==> src/rtl/btb_update_ctrl_if.sv <==
// Update request channel from branch resolution into btb_update_ctrl.
// The master drives resolved branches; the slave answers with upd_ready.
interface btb_update_ctrl_if;
  logic        upd_valid;
  logic        upd_ready;
  logic [31:0] upd_pc;
  logic [31:0] upd_target;
  logic        upd_taken;

  modport master (output upd_valid, output upd_pc, output upd_target, output upd_taken,
                  input  upd_ready);
  modport slave  (input  upd_valid, input  upd_pc, input  upd_target, input  upd_taken,
                  output upd_ready);
endinterface

==> src/rtl/btb_update_ctrl.sv <==
// BTB update sequencer: 2-entry request FIFO plus IDLE/READ/WRITE read-modify-write of a 2-way set.
// Optional same-cycle fetch forwarding of the written set is enabled by defining BTB_UPD_FWD_EN.
module btb_update_ctrl (
  input  logic                    clk,
  input  logic                    rst,
  btb_update_ctrl_if.slave        upd,
  output logic [2:0]              rd_index,
  input  logic [127:0]            rd_set,
  input  logic [7:0]              lru,
  output logic                    wr_en,
  output logic [2:0]              wr_index,
  output logic [127:0]            wr_set,
  output logic                    lru_wr_en,
  output logic [2:0]              lru_wr_index,
  output logic                    lru_wr_val,
  input  logic [2:0]              fetch_index,
  output logic                    fwd_hit,
  output logic [127:0]            fwd_set,
  output logic                    busy
);

  typedef enum logic [1:0] {
    ST_IDLE  = 2'd0,
    ST_READ  = 2'd1,
    ST_WRITE = 2'd2
  } state_t;

  state_t        state_r, state_nxt_s;
  logic [31:0]   pc_mem_r  [2];
  logic [31:0]   tgt_mem_r [2];
  logic [1:0]    taken_mem_r;
  logic          rd_ptr_r, wr_ptr_r;
  logic [1:0]    count_r;
  logic          push_s, pop_s;
  logic [31:0]   head_pc_s, head_tgt_s;
  logic          head_taken_s;
  logic [2:0]    head_idx_s;
  logic [26:0]   head_tag_s;
  logic [63:0]   way0_s, way1_s, old_way_s, new_way_s;
  logic          hit0_s, hit1_s, sel_s, new_en_s;
  logic [127:0]  new_set_s;
  logic          wr_en_r, lru_val_r;
  logic [2:0]    wr_index_r;
  logic [127:0]  wr_set_r;
  logic          pc_lo_unused_s;

  function automatic logic [1:0] ctr_next(input logic [1:0] ctr, input logic taken);
    logic [1:0] res;
    if (taken) begin
      if (ctr == 2'b11) res = 2'b11;
      else              res = ctr + 2'b01;
    end else begin
      if (ctr == 2'b00) res = 2'b00;
      else              res = ctr - 2'b01;
    end
    return res;
  endfunction

  // A full FIFO refuses input even while the head is being popped.
  assign upd.upd_ready = (count_r != 2'd2);
  assign push_s        = upd.upd_valid && (count_r != 2'd2);
  assign pop_s         = (state_r == ST_WRITE);
  assign head_pc_s     = pc_mem_r[rd_ptr_r];
  assign head_tgt_s    = tgt_mem_r[rd_ptr_r];
  assign head_taken_s  = taken_mem_r[rd_ptr_r];
  assign head_idx_s    = head_pc_s[4:2];
  assign head_tag_s    = head_pc_s[31:5];
  assign pc_lo_unused_s = ^head_pc_s[1:0];
  assign busy          = (count_r != 2'd0) || (state_r != ST_IDLE);

  // Request FIFO storage, pointers and occupancy.
  always_ff @(posedge clk or negedge rst) begin
    if (!rst) begin
      pc_mem_r[0]  <= 32'd0;
      pc_mem_r[1]  <= 32'd0;
      tgt_mem_r[0] <= 32'd0;
      tgt_mem_r[1] <= 32'd0;
      taken_mem_r  <= 2'b00;
      rd_ptr_r     <= 1'b0;
      wr_ptr_r     <= 1'b0;
      count_r      <= 2'd0;
    end else begin
      if (push_s) begin
        pc_mem_r[wr_ptr_r]    <= upd.upd_pc;
        tgt_mem_r[wr_ptr_r]   <= upd.upd_target;
        taken_mem_r[wr_ptr_r] <= upd.upd_taken;
        wr_ptr_r              <= ~wr_ptr_r;
      end
      if (pop_s) begin
        rd_ptr_r <= ~rd_ptr_r;
      end
      case ({push_s, pop_s})
        2'b10:   count_r <= count_r + 2'd1;
        2'b01:   count_r <= count_r - 2'd1;
        default: count_r <= count_r;
      endcase
    end
  end

  // FSM state register.
  always_ff @(posedge clk or negedge rst) begin
    if (!rst) state_r <= ST_IDLE;
    else      state_r <= state_nxt_s;
  end

  // FSM next state; WRITE chains straight into READ only for an entry already stored behind the head.
  always_comb begin
    state_nxt_s = state_r;
    case (state_r)
      ST_IDLE: begin
        if (count_r != 2'd0) state_nxt_s = ST_READ;
        else                 state_nxt_s = ST_IDLE;
      end
      ST_READ:  state_nxt_s = ST_WRITE;
      ST_WRITE: begin
        if (count_r == 2'd2) state_nxt_s = ST_READ;
        else                 state_nxt_s = ST_IDLE;
      end
      default:  state_nxt_s = ST_IDLE;
    endcase
  end

  // Set read index, only meaningful during READ.
  always_comb begin
    rd_index = 3'd0;
    if (state_r == ST_READ) rd_index = head_idx_s;
    else                    rd_index = 3'd0;
  end

  // Tag compare, counter update and victim choice on the set returned this cycle.
  always_comb begin
    way0_s    = rd_set[63:0];
    way1_s    = rd_set[127:64];
    hit0_s    = way0_s[63] && (way0_s[62:36] == head_tag_s);
    hit1_s    = way1_s[63] && (way1_s[62:36] == head_tag_s);
    sel_s     = 1'b0;
    old_way_s = 64'd0;
    new_way_s = 64'd0;
    new_en_s  = 1'b0;
    new_set_s = 128'd0;
    if (hit0_s || hit1_s) begin
      sel_s           = !hit0_s;
      old_way_s       = sel_s ? way1_s : way0_s;
      new_way_s       = old_way_s;
      new_way_s[3:2]  = ctr_next(old_way_s[3:2], head_taken_s);
      if (head_taken_s) new_way_s[35:4] = head_tgt_s;
      else              new_way_s[35:4] = old_way_s[35:4];
      new_en_s        = 1'b1;
    end else if (head_taken_s) begin
      if (!way0_s[63])      sel_s = 1'b0;
      else if (!way1_s[63]) sel_s = 1'b1;
      else                  sel_s = lru[head_idx_s];
      new_way_s = {1'b1, head_tag_s, head_tgt_s, 2'b10, 2'b00};
      new_en_s  = 1'b1;
    end else begin
      new_en_s  = 1'b0;
    end
    if (!new_en_s)  new_set_s = 128'd0;
    else if (sel_s) new_set_s = {new_way_s, way0_s};
    else            new_set_s = {way1_s, new_way_s};
  end

  // Write port registers: loaded at the end of READ so they are live for exactly the WRITE cycle.
  always_ff @(posedge clk or negedge rst) begin
    if (!rst) begin
      wr_en_r    <= 1'b0;
      wr_index_r <= 3'd0;
      wr_set_r   <= 128'd0;
      lru_val_r  <= 1'b0;
    end else if ((state_r == ST_READ) && new_en_s) begin
      wr_en_r    <= 1'b1;
      wr_index_r <= head_idx_s;
      wr_set_r   <= new_set_s;
      lru_val_r  <= ~sel_s;
    end else begin
      wr_en_r    <= 1'b0;
      wr_index_r <= 3'd0;
      wr_set_r   <= 128'd0;
      lru_val_r  <= 1'b0;
    end
  end

  assign wr_en        = wr_en_r;
  assign wr_index     = wr_index_r;
  assign wr_set       = wr_set_r;
  assign lru_wr_en    = wr_en_r;
  assign lru_wr_index = wr_index_r;
  assign lru_wr_val   = lru_val_r;

`ifdef BTB_UPD_FWD_EN
  // Forward the set being written to a fetch reading the same index this cycle.
  always_comb begin
    fwd_hit = 1'b0;
    fwd_set = 128'd0;
    if (wr_en_r && (fetch_index == wr_index_r)) begin
      fwd_hit = 1'b1;
      fwd_set = wr_set_r;
    end else begin
      fwd_hit = 1'b0;
      fwd_set = 128'd0;
    end
  end
`else
  logic fetch_unused_s;
  assign fetch_unused_s = ^fetch_index;
  assign fwd_hit        = 1'b0;
  assign fwd_set        = 128'd0;
`endif

endmodule

==> src/flat_wrapper.sv <==
// flat-port wrapper written by rule: the top's interface ports become plain ports
module btb_update_ctrl_flat 
  (clk, rst, rd_index, rd_set, lru, wr_en, wr_index, wr_set, lru_wr_en, lru_wr_index, lru_wr_val, fetch_index, fwd_hit, fwd_set, busy, upd_upd_valid, upd_upd_pc, upd_upd_target, upd_upd_taken, upd_upd_ready);
  btb_update_ctrl_if upd_i ();
  input  logic clk;
  input  logic rst;
  output logic [2:0] rd_index;
  input  logic [127:0] rd_set;
  input  logic [7:0] lru;
  output logic wr_en;
  output logic [2:0] wr_index;
  output logic [127:0] wr_set;
  output logic lru_wr_en;
  output logic [2:0] lru_wr_index;
  output logic lru_wr_val;
  input  logic [2:0] fetch_index;
  output logic fwd_hit;
  output logic [127:0] fwd_set;
  output logic busy;
  input wire logic [$bits(upd_i.upd_valid)-1:0] upd_upd_valid;
  input wire logic [$bits(upd_i.upd_pc)-1:0] upd_upd_pc;
  input wire logic [$bits(upd_i.upd_target)-1:0] upd_upd_target;
  input wire logic [$bits(upd_i.upd_taken)-1:0] upd_upd_taken;
  output wire logic [$bits(upd_i.upd_ready)-1:0] upd_upd_ready;
  assign upd_i.upd_valid = upd_upd_valid;
  assign upd_i.upd_pc = upd_upd_pc;
  assign upd_i.upd_target = upd_upd_target;
  assign upd_i.upd_taken = upd_upd_taken;
  assign upd_upd_ready = upd_i.upd_ready;
  btb_update_ctrl u_core (.clk(clk), .rst(rst), .upd(upd_i), .rd_index(rd_index), .rd_set(rd_set), .lru(lru), .wr_en(wr_en), .wr_index(wr_index), .wr_set(wr_set), .lru_wr_en(lru_wr_en), .lru_wr_index(lru_wr_index), .lru_wr_val(lru_wr_val), .fetch_index(fetch_index), .fwd_hit(fwd_hit), .fwd_set(fwd_set), .busy(busy));
endmodule
==> config.mk <==
export PLATFORM = sky130hd
export DESIGN_NAME = btb_update_ctrl_flat
export DESIGN_NICKNAME = d
export VERILOG_FILES = /design/src/rtl/btb_update_ctrl_if.sv /design/src/rtl/btb_update_ctrl.sv /design/src/flat_wrapper.sv
export SDC_FILE = /design/constraint.sdc
export NUM_CORES = 1
export LEC_CHECK = 0
export CAP_MARGIN = 20
export CORE_AREA = 8 8 179 181
export CTS_CLUSTER_DIAMETER = 120
export DETAILED_ROUTE_END_ITERATION = 7
export DIE_AREA = 0 0 187 189
export PLACE_DENSITY_LB_ADDON = 0.25
export SYNTH_ARGS = -nofsm -noshare
export SYNTH_HDL_FRONTEND = slang
export SYNTH_SLANG_ARGS = --single-unit
==> constraint.sdc <==
create_clock -name clk -period 7.4 [get_ports clk]
set_input_delay 1.11 -clock clk [delete_from_list [all_inputs] [get_ports clk]]
set_output_delay 1.11 -clock clk [all_outputs]
set_load 0.01 [all_outputs]
==> results of run 1 <==
[layer usage]
| layer | share of wire [%] | wire length, µm |
|---|---|---|
| met1 | 41 | 16700 |
| met2 | 49 | 19800 |
| met3 | 6.9 | 2800 |
| met4 | 2.7 | 1120 |
| met5 | 0.17 | 69 |
[cells in the mapped netlist (all sizes together)]
library cell,count,area share [%]
a31oi,1,0.047
a21o,6,0.34
inv,5,0.14
nand4,5,0.28
nor2b,1,0.047
dfrtp,265,50
buf,159,8.8
or2,2,0.095
mux4,2,0.34
o31ai,1,0.057
a22oi,1,0.057
nor3,6,0.27
or4,1,0.057
nand2b,3,0.14
nor3b,3,0.17
o2bb2ai,32,2.1
xor2,2,0.13
nand3,2,0.076
a21bo,26,2.0
mux2,127,11
and2,2,0.095
ha,1,0.095
nor4b,2,0.13
nor2,128,3.8
xnor2,57,3.8
clkbuf,31,0.88
a21oi,30,1.1
a21boi,1,0.057
o31a,2,0.13
mux2i,118,9.4
nand2,3,0.085
conb,1,0.028
nor4,19,1.1
o22ai,2,0.14
o21a,2,0.11
a2bb2oi,1,0.066
a22o,38,2.5
o21ai,5,0.19
[stage by stage]
stage | hold WS, ns | cells | power (mW)
2_1_floorplan | 0.439 | 1221 | 4.53
3_5_place_dp | 0.474 | 1777 | 5.70
4_1_cts | 0.484 | 1831 | 7.21
5_1_grt | 0.510 | 1835 | 7.62
6_report | 0.481 | 1835 | 7.19
3_3_place_gp | 0.461 | 1776 | 5.62
[where the power goes]
part,switching (mW),leakage (nW),total (mW),internal [mW]
clock network,0.610,0.489,1.49,0.878
registers,0.316,3.39,2.32,2.01
logic,1.71,3.94,3.38,1.67
total,2.63,7.81,7.19,4.55
[kinds of logic (layout without fill, tap and decap cells)]
group                      count (synthesis)  after routing  share of synthesized area, %
other                                      1            130                        0.0284
buffers and inverters                    195            418                          9.86
AOI/OAI and AO/OA                        148            148                          8.96
muxes                                    247            247                          20.6
DFF                                      265            265                          50.2
and+or+nand+nor                          177            177                          6.29
adders and majority gates                  1              1                        0.0948
xor gates and xnor gates                  59             59                          3.92
[registers in the layout (all words and copies together) (netlist names)]
signal	cells
u_core.taken_mem_r	2
u_core.wr_ptr_r	1
u_core.state_r	2
u_core.pc_mem_r	60
u_core.lru_wr_en	1
u_core.lru_wr_val	1
u_core.lru_wr_index	3
u_core.rd_ptr_r	1
u_core.wr_set	128
u_core.count_r	2
u_core.tgt_mem_r	64
[layout make-up]
| cell class | instances | area, µm² |
|---|---|---|
| multi-input cells | 761 | 5830 |
| well taps | 390 | 488 |
| fillers | 2431 | 11700 |
| diodes | 1 | 2.50 |
| inverters | 5 | 18.8 |
| clock buffers | 37 | 806 |
| flip-flops and latches | 265 | 6640 |
| clock inverters | 17 | 186 |
| repair buffers | 359 | 3620 |
[placed cells by master, fill, tap and decap left out, types with 6 or more instances in the layout]
cell type,synthesis,routed
o2bb2ai_1,32,32
buf_4,140,12
a21bo_1,10,10
nor4_1,15,15
a21bo_2,16,16
conb_1,1,129
a21oi_1,30,30
clkinv_2,0,9
nor2_1,126,124
a22o_1,38,38
a21o_1,6,6
mux2i_1,108,107
clkdlybuf4s50_1,0,342
clkbuf_16,0,29
xnor2_1,57,57
dfrtp_1,265,264
mux2_2,127,127
mux2i_2,7,7
[worst min-delay path by stage]
| stage | start | end | cells past startpoint |
|---|---|---|---|
| CTS | u_core.state_r[0] | u_core.state_r[0] | 1 |
| detailed placement | u_core.state_r[0] | u_core.state_r[0] | 1 |
| global placement | u_core.state_r[0] | u_core.state_r[0] | 1 |
| floorplan | u_core.state_r[0] | u_core.state_r[0] | 1 |
| finish | u_core.state_r[0] | u_core.state_r[0] | 1 |
| global route | u_core.state_r[0] | u_core.state_r[0] | 1 |
==> flow_metrics.env, run 1 <==
export IMPL_grt_start_max_net_pins=125
export IMPL_ys_seq_area_share_pct=50.2
export IMPL_die_h_um=189
export IMPL_hpwl_um=29900
export IMPL_first_pass_iters=5
export IMPL_die_w_um=187
export IMPL_drt_first_iter_violations=464
export IMPL_grt_busiest_layer="met2"
export IMPL_final_area_mm2=0.0176
export IMPL_clock_skew_ns=0.0137
export IMPL_place_congestion=0.858
export IMPL_grt_pass1_wl_um=61800
export IMPL_post_route_util_pct=60.1
export IMPL_synth_seq_cells=265
export IMPL_dieArea_mm2=0.0353
export IMPL_max_slew_margin_pct=28.5
export IMPL_crit_top_cell="nor2_4"
export IMPL_crit_arrival_ns=5.02
export IMPL_clock_root_buffer="clkbuf_16"
export IMPL_layout_setup_ws_ns=2.88
export IMPL_use_met2_pct=37.7
export IMPL_routed_wl_um=40600
export IMPL_hold_viol_final=0
export IMPL_drv_slew=0
export IMPL_cts_made_buffers=29
export IMPL_hold_buffers=0
export IMPL_setup_viol=0
export IMPL_r2r_cells=8
export IMPL_use_met1_pct=27.8
export IMPL_period_needed_ns=4.52
export IMPL_port_buffers=343
export IMPL_placed_cell_area_mm2=0.0165
export IMPL_grtUsageMet3_pct=6.07
export IMPL_drive_gt1_share_pct=16.7
export IMPL_leakage_nw=7.81
export IMPL_dpl_worst_slack_ns=2.94
export IMPL_clock_sinks=265
export IMPL_gr_usage_all_layers_pct=22.3
export IMPL_crit_path_cell_trace="mux2i_1 -> xnor2_1 -> nor4_1 -> nand3_1 -> nor2_4 -> o22ai_2 -> nor2_4 -> a22o_1"
export IMPL_worst_pin_slew_ns=1.07
export IMPL_endpoint="u_core.wr_set[34]"
export IMPL_holdCritPathClass="flip-flop to flip-flop"
export IMPL_start_util_pct=45.1
export IMPL_period_share_pct=61.1
export IMPL_cts_tree="built"
export IMPL_synth_cells=1093
export IMPL_setup_tns_ns=0
export IMPL_cts_setup_buffers=0
export IMPL_ir_drop_uv=362
export IMPL_status="complete, no violations"
export IMPL_cts_max_level=1
export IMPL_antenna_left=0
export IMPL_rows=63
export IMPL_cts_resized=0
export IMPL_maxCapViolCount=0
export IMPL_path_depth=8
export IMPL_clkTransAtPathRegs_ns=0.06
export IMPL_crit_path_start="u_core.rd_ptr_r"
export IMPL_ioPinCount=478
export IMPL_grt_pass1_vias=10200
export IMPL_remaining_drc_errors=0
export IMPL_rsz0062_at_grt="no"
export IMPL_coreArea_mm2=0.0292
export IMPL_r2r_setup_slack_ns=2.88
export IMPL_power_density_mw_per_mm2=409
export IMPL_worstPathMaxFanout=38
export IMPL_start_kind="flip-flop"
export IMPL_insertion_delay_ns=0.56
export IMPL_r2r_start="u_core.rd_ptr_r"
export IMPL_worst_path_largest_cell_delay_ns=0.90
export IMPL_viasPerCell=5.12
export IMPL_slowest_stage="dfrtp_4"
export IMPL_crit_buf_inv=0
export IMPL_fmax_mhz=221
export IMPL_endpoint_kind="flip-flop"
export IMPL_syn_area_mm2=0.0132
export IMPL_clockBufferDepth=3
export IMPL_synth_area_per_cell_um2=12.1
export IMPL_drt_wirelength_per_cell_um=22.1
export IMPL_antenna_found_initial=6
export IMPL_crit_family="simple AND/OR/NAND/NOR gates"
export IMPL_fin_nets=1629
export IMPL_area_growth_pct=33.2
export IMPL_r2r_end="u_core.wr_set[34]"
export IMPL_dr_total_vias=9400
export IMPL_cp_required_ns=7.90
export IMPL_ys_warn_count=0
export IMPL_path_class="flip-flop to flip-flop"
export IMPL_yosysUniqueCellTypes=50
export IMPL_overflow=0
(Power assumes the default switching activity.)
==> inputs of run 2 (changes only) <==
--- a/config.mk
+++ b/config.mk
@@ -6,10 +6,10 @@
 export NUM_CORES = 1
 export LEC_CHECK = 0
 export CAP_MARGIN = 20
-export CORE_AREA = 8 8 179 181
+export CORE_MARGIN = 8
+export CORE_UTILIZATION = 41
 export CTS_CLUSTER_DIAMETER = 120
 export DETAILED_ROUTE_END_ITERATION = 7
-export DIE_AREA = 0 0 187 189
 export PLACE_DENSITY_LB_ADDON = 0.25
 export SYNTH_ARGS = -nofsm -noshare
 export SYNTH_HDL_FRONTEND = slang
==> constraint.sdc (replaced) <==
create_clock -name clk -period 3.95 [get_ports clk]
set_input_delay 0.5925 -clock clk [delete_from_list [all_inputs] [get_ports clk]]
set_output_delay 0.5925 -clock clk [all_outputs]
set_load 0.01 [all_outputs]
==> run 2 against run 1 <==
Register-to-register slack got worse by 2.5 ns. Die area is 8.1% higher. Clock power rose by 85%. Setup slack lost 2.5 ns. Clock-buffer cell count is 7 higher. Utilization shrank 3.8 points. Clock skew is 0.0047 ns higher. Cell count increased by 2.0%. Critical path type unchanged. Highest routed layer unchanged.
==> flow_metrics.env, run 2 (same netlist as run 1, synthesis figures left out) <==
export IMPL_r2r_cells=11
export IMPL_dpl_worst_slack_ns=0.218
export IMPL_final_area_mm2=0.0178
export IMPL_dp_cells=1812
export IMPL_crit_arrival_ns=4.01
export IMPL_clockBufferDepth=3
export IMPL_ir_drop_uv=420
export IMPL_drv_slew=0
export IMPL_layout_cells_non_filler=1872
export IMPL_coreArea_mm2=0.0316
export IMPL_rsz0062_at_grt="no"
export IMPL_fin_nets=1651
export IMPL_cts_setup_buffers=0
export IMPL_grt_pass1_wl_um=62000
export IMPL_cp_required_ns=4.37
export IMPL_drt_wirelength_per_cell_um=21.8
export IMPL_hold_buffers=0
export IMPL_antenna_found_initial=9
export IMPL_layout_setup_ws_ns=0.363
export IMPL_die_w_um=195
export IMPL_path_class="flip-flop to flip-flop"
export IMPL_worstPathMaxFanout=32
export IMPL_endpoint_kind="flip-flop"
export IMPL_leakage_nw=7.92
export IMPL_setup_tns_ns=0
export IMPL_die_h_um=195
export IMPL_clkTransAtPathRegs_ns=0.06
export IMPL_dieArea_mm2=0.0382
export IMPL_clock_skew_ns=0.0184
export IMPL_clock_root_buffer="clkbuf_16"
export IMPL_max_slew_margin_pct=48.6
export IMPL_worst_pin_slew_ns=0.771
export IMPL_maxCapViolCount=0
export IMPL_dr_total_vias=9343
export IMPL_r2r_start="u_core.rd_ptr_r"
export IMPL_overflow=0
export IMPL_routed_wl_um=40800
export IMPL_drt_first_iter_violations=334
export IMPL_r2r_end="u_core.wr_set[97]"
export IMPL_setup_viol=0
export IMPL_drive_gt1_share_pct=17.6
export IMPL_gr_usage_all_layers_pct=20.7
export IMPL_first_pass_iters=5
export IMPL_whs_ns=0.0618
export IMPL_most_common_layout_cells="342 x clkdlybuf4s50_1, 264 x dfrtp_1, 129 x conb_1, 127 x mux2_2, 124 x nor2_1"
export IMPL_place_congestion=0.888
export IMPL_cts_resized=0
export IMPL_rows=65
export IMPL_fmax_mhz=279
export IMPL_port_buffers=343
export IMPL_hold_viol_final=0
export IMPL_grt_start_max_net_pins=100
export IMPL_clock_sinks=265
export IMPL_post_route_util_pct=56.3
export IMPL_antenna_left=0
export IMPL_cts_max_level=1
export IMPL_cts_made_buffers=30
export IMPL_final_common_cell="clkdlybuf4s50_1"
export IMPL_start_util_pct=41.7
export IMPL_period_needed_ns=3.59
export IMPL_hpwl_um=30800
export IMPL_placed_cell_area_mm2=0.0168
export IMPL_area_growth_pct=34.9
export IMPL_cts_tree="built"
export IMPL_status="complete, no violations"
export IMPL_remaining_drc_errors=0
export IMPL_period_share_pct=90.8
export IMPL_power_density_mw_per_mm2=761
export IMPL_r2r_setup_slack_ns=0.36
export IMPL_ioPinCount=478
export IMPL_grt_pass1_vias=10200
export IMPL_total_power_mw=13.5
export IMPL_holdCritPathClass="input pin to asynchronous set/reset pin"
export IMPL_start_kind="flip-flop"
export IMPL_insertion_delay_ns=0.55
export IMPL_viasPerCell=4.99
export IMPL_largest_reg_flops=128
run 2: changes by cell type in the layout (fill, tap and decap cells not counted), sizes merged:
| cell | previous run | this run |
|---|---|---|
| buf | 17 | 38 |
| diode | 1 | 4 |
| clkbuf | 37 | 44 |
| clkinvlp | 3 | 0 |
| bufinv | 3 | 2 |
| clkinv | 10 | 8 |
run 2: power by group:
part           internal [mW]  switching [mW]  leakage, nW
Clock                   1.64            1.11        0.490
Combinational           3.27            3.25         4.05
Sequential              3.76           0.510         3.39
Total                   8.67            4.87         7.92
run 2: how the worst max path moves through the flow:
stage                    startpoint                 to
floorplan           u_core.rd_ptr_r  u_core.wr_set[77]
global placement    u_core.rd_ptr_r  u_core.wr_set[29]
detailed placement  u_core.rd_ptr_r  u_core.wr_set[23]
CTS                 u_core.rd_ptr_r  u_core.wr_set[20]
global route        u_core.rd_ptr_r  u_core.wr_set[97]
finish              u_core.rd_ptr_r  u_core.wr_set[97]
run 2: metal layers:
layer	up-vias	global-route usage (%)	wire length (µm)
li1	4281	-	-
met1	4603	24.9	16400
met2	365	35.2	19800
met3	84	5.73	3190
met4	10	7.50	1380
met5	-	0	60
run 2: final cells by class:
type,count,area [µm²]
Multi-Input combinational cell,761,5830
Antenna cell,4,10.0
Tap cell,402,503
Sequential cell,265,6640
Clock inverter,11,124
Clock buffer,44,863
Fill cell,2728,13800
Inverter,5,18.8
Timing Repair Buffer,380,3830
run 2: critical path: stages, from the launching register on:
cell and delay, ns:
dfrtp_4 0.53, buf_12 0.26, mux2i_1 0.47, xnor2_1 0.12, nor4_1 0.57, nand3_1 0.27, nor2_4 0.18, buf_4 0.19
nor2_1 0.07, o31a_1 0.31, buf_12 0.18, a22o_1 0.26
==> inputs of run 3 (changes only) <==
--- a/config.mk
+++ b/config.mk
@@ -10,6 +10,7 @@
 export CORE_UTILIZATION = 41
 export CTS_CLUSTER_DIAMETER = 120
 export DETAILED_ROUTE_END_ITERATION = 7
+export GPL_ROUTABILITY_DRIVEN = 0
 export PLACE_DENSITY_LB_ADDON = 0.25
 export SYNTH_ARGS = -nofsm -noshare
 export SYNTH_HDL_FRONTEND = slang
==> results of run 3 <==
The final DEF is identical to that of run 2; final timing and power are the same.
